### src/rtl/snake_head_stepper_pkg.sv
// Shared encodings and defaults for the snake head stepper slice.
package snake_head_stepper_pkg;

    typedef enum logic [1:0] {
        DIR_LEFT  = 2'b00,
        DIR_RIGHT = 2'b01,
        DIR_UP    = 2'b10,
        DIR_DOWN  = 2'b11
    } dir_e;

    typedef enum logic [1:0] {
        ST_IDLE = 2'b00,
        ST_RUN  = 2'b01,
        ST_DEAD = 2'b10
    } state_e;

    localparam int unsigned DEF_GRID_W   = 75;
    localparam int unsigned DEF_GRID_H   = 75;
    localparam int unsigned DEF_COORD_W  = 7;
    localparam int unsigned DEF_STEP_DIV = 25000000;

    // Opposite directions share the axis bit and differ in the sign bit.
    function automatic logic is_reversal(logic [1:0] req, logic [1:0] cur);
        return (req[1] == cur[1]) && (req[0] != cur[0]);
    endfunction

endpackage

### src/rtl/snake_head_stepper_if.sv
// Control/request inputs and head-state outputs of the snake head stepper.
interface snake_head_stepper_if #(
    parameter int unsigned COORD_W = 7
);
    logic               en;
    logic               restart;
    logic               dir_valid;
    logic [1:0]         dir_in;
    logic [COORD_W-1:0] head_x;
    logic [COORD_W-1:0] head_y;
    logic [1:0]         dir;
    logic               step_pulse;
    logic               dead;

    modport master (
        output en, restart, dir_valid, dir_in,
        input  head_x, head_y, dir, step_pulse, dead
    );

    modport slave (
        input  en, restart, dir_valid, dir_in,
        output head_x, head_y, dir, step_pulse, dead
    );
endinterface

### src/rtl/snake_head_stepper_step_timer.sv
// Step-rate divider: counts 0..STEP_DIV-1 while enabled, flags the last count.
module snake_step_timer #(
    parameter int unsigned STEP_DIV = 25000000
) (
    input  logic clk,
    input  logic rstn,
    input  logic clr,
    input  logic en,
    output logic tick_c
);
    localparam int unsigned    CNT_W = $clog2(STEP_DIV);
    localparam logic [CNT_W-1:0] LAST = CNT_W'(STEP_DIV - 1);

    logic [CNT_W-1:0] cnt;

    assign tick_c = en && (cnt == LAST);

    always_ff @(posedge clk or negedge rstn) begin
        if (!rstn) begin
            cnt <= '0;
        end else if (clr) begin
            cnt <= '0;
        end else if (en) begin
            cnt <= tick_c ? '0 : cnt + CNT_W'(1);
        end
    end
endmodule

### src/rtl/snake_head_stepper.sv
// Snake head position/direction owner: steps one cell per tick, buffers one turn request.
module snake_head_stepper
    import snake_head_stepper_pkg::*;
#(
    parameter int unsigned GRID_W   = DEF_GRID_W,
    parameter int unsigned GRID_H   = DEF_GRID_H,
    parameter int unsigned COORD_W  = DEF_COORD_W,
    parameter int unsigned STEP_DIV = DEF_STEP_DIV,
    parameter bit          WRAP_EN  = 1'b1,
    parameter int unsigned INIT_X   = 37,
    parameter int unsigned INIT_Y   = 37,
    parameter logic [1:0]  INIT_DIR = DIR_RIGHT
) (
    input  logic clk,
    input  logic rstn,
    snake_head_stepper_if.slave bus
);
    localparam logic [COORD_W-1:0] X_MAX  = COORD_W'(GRID_W - 1);
    localparam logic [COORD_W-1:0] Y_MAX  = COORD_W'(GRID_H - 1);
    localparam logic [COORD_W-1:0] X_INIT = COORD_W'(INIT_X);
    localparam logic [COORD_W-1:0] Y_INIT = COORD_W'(INIT_Y);

    state_e             state_q, state_d;
    logic [COORD_W-1:0] head_x_q, head_x_d;
    logic [COORD_W-1:0] head_y_q, head_y_d;
    logic [1:0]         dir_q, dir_d;
    logic [1:0]         pend_q, pend_d;
    logic               pend_vld_q, pend_vld_d;
    logic               pulse_q, pulse_d;
    logic               dead_q, dead_d;

    logic               tick_c;
    logic [1:0]         step_dir_c;
    logic [COORD_W-1:0] mv_x_c, mv_y_c;
    logic               hit_c;

    snake_step_timer #(
        .STEP_DIV (STEP_DIV)
    ) u_timer (
        .clk    (clk),
        .rstn   (rstn),
        .clr    (bus.restart || (state_q != ST_RUN)),
        .en     (bus.en && (state_q == ST_RUN)),
        .tick_c (tick_c)
    );

    // A buffered turn takes effect on the step itself.
    assign step_dir_c = pend_vld_q ? pend_q : dir_q;

    // Candidate next cell; edges are tested before any add/subtract.
    always_comb begin
        mv_x_c = head_x_q;
        mv_y_c = head_y_q;
        hit_c  = 1'b0;
        case (dir_e'(step_dir_c))
            DIR_LEFT: begin
                if (head_x_q == '0) begin
                    if (WRAP_EN) mv_x_c = X_MAX;
                    else         hit_c  = 1'b1;
                end else begin
                    mv_x_c = head_x_q - COORD_W'(1);
                end
            end
            DIR_RIGHT: begin
                if (head_x_q == X_MAX) begin
                    if (WRAP_EN) mv_x_c = '0;
                    else         hit_c  = 1'b1;
                end else begin
                    mv_x_c = head_x_q + COORD_W'(1);
                end
            end
            DIR_UP: begin
                if (head_y_q == '0) begin
                    if (WRAP_EN) mv_y_c = Y_MAX;
                    else         hit_c  = 1'b1;
                end else begin
                    mv_y_c = head_y_q - COORD_W'(1);
                end
            end
            default: begin
                if (head_y_q == Y_MAX) begin
                    if (WRAP_EN) mv_y_c = '0;
                    else         hit_c  = 1'b1;
                end else begin
                    mv_y_c = head_y_q + COORD_W'(1);
                end
            end
        endcase
    end

    always_comb begin
        state_d    = state_q;
        head_x_d   = head_x_q;
        head_y_d   = head_y_q;
        dir_d      = dir_q;
        pend_d     = pend_q;
        pend_vld_d = pend_vld_q;
        pulse_d    = 1'b0;

        if (bus.restart) begin
            state_d    = ST_IDLE;
            head_x_d   = X_INIT;
            head_y_d   = Y_INIT;
            dir_d      = INIT_DIR;
            pend_d     = '0;
            pend_vld_d = 1'b0;
        end else begin
            case (state_q)
                ST_IDLE: begin
                    if (bus.dir_valid && !is_reversal(bus.dir_in, dir_q)) begin
                        pend_d     = bus.dir_in;
                        pend_vld_d = 1'b1;
                    end
                    if (bus.en) state_d = ST_RUN;
                end
                ST_RUN: begin
                    if (tick_c) begin
                        dir_d      = step_dir_c;
                        pend_vld_d = 1'b0;
                        pulse_d    = 1'b1;
                        if (hit_c) begin
                            state_d = ST_DEAD;
                        end else begin
                            head_x_d = mv_x_c;
                            head_y_d = mv_y_c;
                        end
                        // Same-cycle request is judged against the post-step direction.
                        if (bus.dir_valid && !is_reversal(bus.dir_in, step_dir_c)) begin
                            pend_d     = bus.dir_in;
                            pend_vld_d = 1'b1;
                        end
                    end else if (bus.dir_valid && !is_reversal(bus.dir_in, dir_q)) begin
                        pend_d     = bus.dir_in;
                        pend_vld_d = 1'b1;
                    end
                end
                ST_DEAD: begin
                end
                default: begin
                    state_d = ST_IDLE;
                end
            endcase
        end

        dead_d = (state_d == ST_DEAD);
    end

    always_ff @(posedge clk or negedge rstn) begin
        if (!rstn) begin
            state_q    <= ST_IDLE;
            head_x_q   <= X_INIT;
            head_y_q   <= Y_INIT;
            dir_q      <= INIT_DIR;
            pend_q     <= '0;
            pend_vld_q <= 1'b0;
            pulse_q    <= 1'b0;
            dead_q     <= 1'b0;
        end else begin
            state_q    <= state_d;
            head_x_q   <= head_x_d;
            head_y_q   <= head_y_d;
            dir_q      <= dir_d;
            pend_q     <= pend_d;
            pend_vld_q <= pend_vld_d;
            pulse_q    <= pulse_d;
            dead_q     <= dead_d;
        end
    end

    assign bus.head_x     = head_x_q;
    assign bus.head_y     = head_y_q;
    assign bus.dir        = dir_q;
    assign bus.step_pulse = pulse_q;
    assign bus.dead       = dead_q;

endmodule

### src/flat_wrapper.sv
// flat-port wrapper written by rule: the top's interface ports become plain ports
module snake_head_stepper_flat import snake_head_stepper_pkg::*;
#(
    parameter int unsigned GRID_W   = DEF_GRID_W,
    parameter int unsigned GRID_H   = DEF_GRID_H,
    parameter int unsigned COORD_W  = DEF_COORD_W,
    parameter int unsigned STEP_DIV = DEF_STEP_DIV,
    parameter bit          WRAP_EN  = 1'b1,
    parameter int unsigned INIT_X   = 37,
    parameter int unsigned INIT_Y   = 37,
    parameter logic [1:0]  INIT_DIR = DIR_RIGHT
)
  (clk, rstn, bus_en, bus_restart, bus_dir_valid, bus_dir_in, bus_head_x, bus_head_y, bus_dir, bus_step_pulse, bus_dead);
  snake_head_stepper_if #(.COORD_W(COORD_W)) bus_i ();
  input  logic clk;
  input  logic rstn;
  input wire logic [$bits(bus_i.en)-1:0] bus_en;
  input wire logic [$bits(bus_i.restart)-1:0] bus_restart;
  input wire logic [$bits(bus_i.dir_valid)-1:0] bus_dir_valid;
  input wire logic [$bits(bus_i.dir_in)-1:0] bus_dir_in;
  output wire logic [$bits(bus_i.head_x)-1:0] bus_head_x;
  output wire logic [$bits(bus_i.head_y)-1:0] bus_head_y;
  output wire logic [$bits(bus_i.dir)-1:0] bus_dir;
  output wire logic [$bits(bus_i.step_pulse)-1:0] bus_step_pulse;
  output wire logic [$bits(bus_i.dead)-1:0] bus_dead;
  assign bus_i.en = bus_en;
  assign bus_i.restart = bus_restart;
  assign bus_i.dir_valid = bus_dir_valid;
  assign bus_i.dir_in = bus_dir_in;
  assign bus_head_x = bus_i.head_x;
  assign bus_head_y = bus_i.head_y;
  assign bus_dir = bus_i.dir;
  assign bus_step_pulse = bus_i.step_pulse;
  assign bus_dead = bus_i.dead;
  snake_head_stepper #(.GRID_W(GRID_W), .GRID_H(GRID_H), .COORD_W(COORD_W), .STEP_DIV(STEP_DIV), .WRAP_EN(WRAP_EN), .INIT_X(INIT_X), .INIT_Y(INIT_Y), .INIT_DIR(INIT_DIR)) u_core (.clk(clk), .rstn(rstn), .bus(bus_i));
endmodule
### config.mk
export PLATFORM = sky130hd
export DESIGN_NAME = snake_head_stepper_flat
export DESIGN_NICKNAME = d
export VERILOG_FILES = /design/src/rtl/snake_head_stepper_pkg.sv /design/src/rtl/snake_head_stepper_if.sv /design/src/rtl/snake_head_stepper_step_timer.sv /design/src/rtl/snake_head_stepper.sv /design/src/flat_wrapper.sv
export SDC_FILE = /design/constraint.sdc
export NUM_CORES = 1
export LEC_CHECK = 0
export ABC_AREA = 1
export CAP_MARGIN = 20
export CORE_ASPECT_RATIO = 1.75
export CORE_MARGIN = 2
export CORE_UTILIZATION = 55
export DETAILED_ROUTE_END_ITERATION = 16
export PLACE_DENSITY_LB_ADDON = 0.2
export SLEW_MARGIN = 5
export SYNTH_ARGS = -nofsm -noshare
export SYNTH_HDL_FRONTEND = slang
export SYNTH_HIERARCHICAL = 1
export SYNTH_SLANG_ARGS = --single-unit
export TNS_END_PERCENT = 10
### constraint.sdc
create_clock -name clk -period 2.3 [get_ports clk]
set_input_delay 0.575 -clock clk [delete_from_list [all_inputs] [get_ports clk]]
set_output_delay 0.575 -clock clk [all_outputs]
set_load 0.02 [all_outputs]
==> metrics.md <==
| Metric | Value |
|---|---|
| Total number of vias | `3335` |
| Post-DP HPWL | `7060 um` |
| Status | `finished, final reports clean` |
| DIE HEIGHT | `108 um` |
| Antenna Nets Post-Route | `0` |
| Final hold vios | `0` |
| Max-slew violations | `0` |
| Via density | `5.39` |
| Setup-failing EPs final | `0` |
| DRT iter0 DRCs | `216` |
| Layout Nets | `554` |
| H-tree depth | `2` |
| Area growth, synth to finish | `15.5%` |
| Critical path class | `reg -> out` |
| Initial Utilization | `56.0%` |
| Commonest non-fill, non-tap cell in the layout | `nand2_1` |
| DRC Markers | `0` |
| Placer congestion estimate | `0.909` |
| Setup crit end kind | `primary output` |
| Post-DR wirelength/cell | `14.3 um` |
| Worst-Skew Late Latency | `0.31 ns` |
| Area of the multi-input gates | `0.00190 mm^2` |
| Post-synthesis share of cell area spent on xor and xnor gates | `4.37%` |
| Max VDD drop | `461 uV` |
| Synth top area share | `30.1%` |
| Die area | `0.00687 mm^2` |
| Final Cycle Share | `94.8%` |
| Largest cells by area after synthesis | `dfrtp_1 30%, nand2_1 14%, nor2_1 8.9%` |
| Critical Path Max Stage Delay | `0.65 ns` |
| Pwr Total | `1.61 mW` |
| Cell taking the most area after synthesis | `dfrtp_1` |
| GRT overflow | `0` |
| Worst path top cell family by delay | `flip-flops` |
| Netlist cell types | `34` |
| Synth Warn # | `6` |
| Max transition margin | `62.1%` |
| Setup TNS | `0 ns` |
| Initial antenna violation count | `0` |
| Leak pwr | `1.83 nW` |
| Die width | `63.5 um` |
| Mapped Nets | `513` |
| Critical Path Source | `u_core/bus.head_y[2]` |
| MaxCap Viol Count | `0` |
| Max frequency | `0.459 GHz` |
| Synth Register Bits | `48` |
| Number of diodes | `0` |
| Cts bufs inserted | `5` |
| CP cell instances | `clkdlybuf4s50_1` |
| Critical Path RT | `1.73 ns` |
| Post-synthesis cell count | `498` |
| Synth Area in Simple Gates | `41.0%` |
| Proportion of synthesized area in mux cells | `0%` |
| Post-cts gate resize count | `0` |
| Final cell count without fillers | `619` |
| First-pass GRT wire length | `14400 um` |
| P per Cell Area | `408 mW/mm^2` |
| First-pass DRT Iterations | `5` |
| Reg2reg start | `u_core/state_q[1]` |
| Max clock buf depth | `2` |
| Total setup buffers inserted after CTS | `0` |
| Critical path launch point type | `register` |
| Final Skew | `0.00360 ns` |
| Slowest CP cell | `dfstp_2` |
| Crit path buffers/inverters | `1` |
| Min-Delay Path Class | `in -> async` |
| CTS tree | `built` |
| IO Count | `25` |
| Post-synthesis sequential area ratio | `35.5%` |
| Row count | `38` |
| Main combinational cell family by area after synthesis | `simple AND/OR/NAND/NOR gates` |
| Syn_area_per_cell | `6.85 um^2` |
| Register area | `0.00121 mm^2` |
| Fillers | `601` |
| WL final | `8830 um` |
| Root Driver | `clkbuf_8` |
| Post-synthesis compound-gate area fraction | `7.41%` |
| Arrival @ worst endpoint | `1.60 ns` |
| Core footprint | `0.00609 mm^2` |
| Cell Area, Synth | `0.00341 mm^2` |
| Adder-cell area share of the yosys netlist | `2.93%` |
| Vias in the first global route | `3301` |
| Largest net degree at the start of global routing | `26` |
| Final Critical Period | `2.18 ns` |
| Slew at the pin with the worst max-slew slack | `0.569 ns` |
| Hold-fix buffers at CTS | `0` |
| RSZ-0062 raised after global routing | `false` |
| Port bufs | `24` |
| Clock transition at path regs | `0.08 ns` |
| Fraction of layout instances using a drive strength above 1 | `12.6%` |
| Gr usage total | `27.2%` |
| Crit-path max FO | `10` |
| Placed Instances | `612` |
| Total clock sinks | `48` |
| Commonest cells after routing, fill and taps aside | `124 x nand2_1, 80 x nor2_1, 60 x inv_1` |
cell usage after synthesis (all sizes together):
cell type,instances
nand2,136
nor2,93
inv,68
nand3,48
dfrtp,41
o21ai,22
xor2,14
a21oi,11
nand4,11
nor3,11
ha,8
dfstp,7
buf,6
a31oi,3
nand3b,3
o22ai,3
xnor2,3
clkbuf,2
o211ai,2
a211oi,1
a21o,1
a22oi,1
nor2b,1
nor3b,1
o31ai,1
per-stage QoR:
| stage | instance area, um^2 | utilization, % | setup slack, ns | hold slack (ns) |
|---|---|---|---|---|
| floorplan | 3410 | - | 0.313 | 0.279 |
| detailed placement | 3860 | 63.4 | -0.171 | 0.498 |
| finish | 3940 | 64.7 | 0.121 | 0.251 |
| global placement | 3860 | 63.4 | -0.129 | 0.467 |
| CTS | 3940 | 64.7 | 0.112 | 0.260 |
| global route | 3940 | 64.7 | 0.0144 | 0.295 |
logic make-up (layout without fill, tap and decap cells):
family / Yosys count / count (layout)
xor+xnor: 17 / 17
buf+inv: 76 / 117
fa+ha+maj: 8 / 8
simple gates: 304 / 304
compound gates: 45 / 45
flops: 48 / 48
registers in the layout (all words and copies together) (netlist names):
signal and flops:
u_core/pend_vld_q 1, u_core/u_timer/cnt 25, u_core/pend_q 2, u_core/bus.step_pulse 1
u_core/bus.dir 2, u_core/bus.head_y 7, u_core/bus.dead 1, u_core/state_q 2
u_core/bus.head_x 7
cell type report:
class | instances | area share (%)
multi-input combinational | 374 | 48.3
sequential | 48 | 30.7
timing repair buffer | 42 | 10.0
inverter | 68 | 6.48
tap | 80 | 2.54
clock buffer | 7 | 1.94
metal layers:
metal / global-route usage (%) / share of wire [%]
met1: 23.3 / 33
met2: 55.7 / 58
met3: 4.68 / 3.2
met4: 16.6 / 5.3
met5: 0 / 0
where the power goes:
part | internal (mW) | switching [mW]
combinational | 0.0828 | 0.143
sequential | 0.868 | 0.0276
clock | 0.210 | 0.277
total | 1.16 | 0.448
path summary, 6_finish.rpt:
kind	end	slack [ns]	cells after the start
setup / recovery	bus_head_y[2]	0.12	1
hold / removal	u_core/bus.head_x[6]	0.25	1
setup reg to reg	u_core/bus.head_x[1]	0.31	13
hold reg to reg	u_core/state_q[1]	0.51	1
max in group asynchronous	u_core/bus.head_y[5]	1.44	2
min in group clk	u_core/state_q[1]	0.51	1
Note: power is estimated with default switching activity, not from simulation.
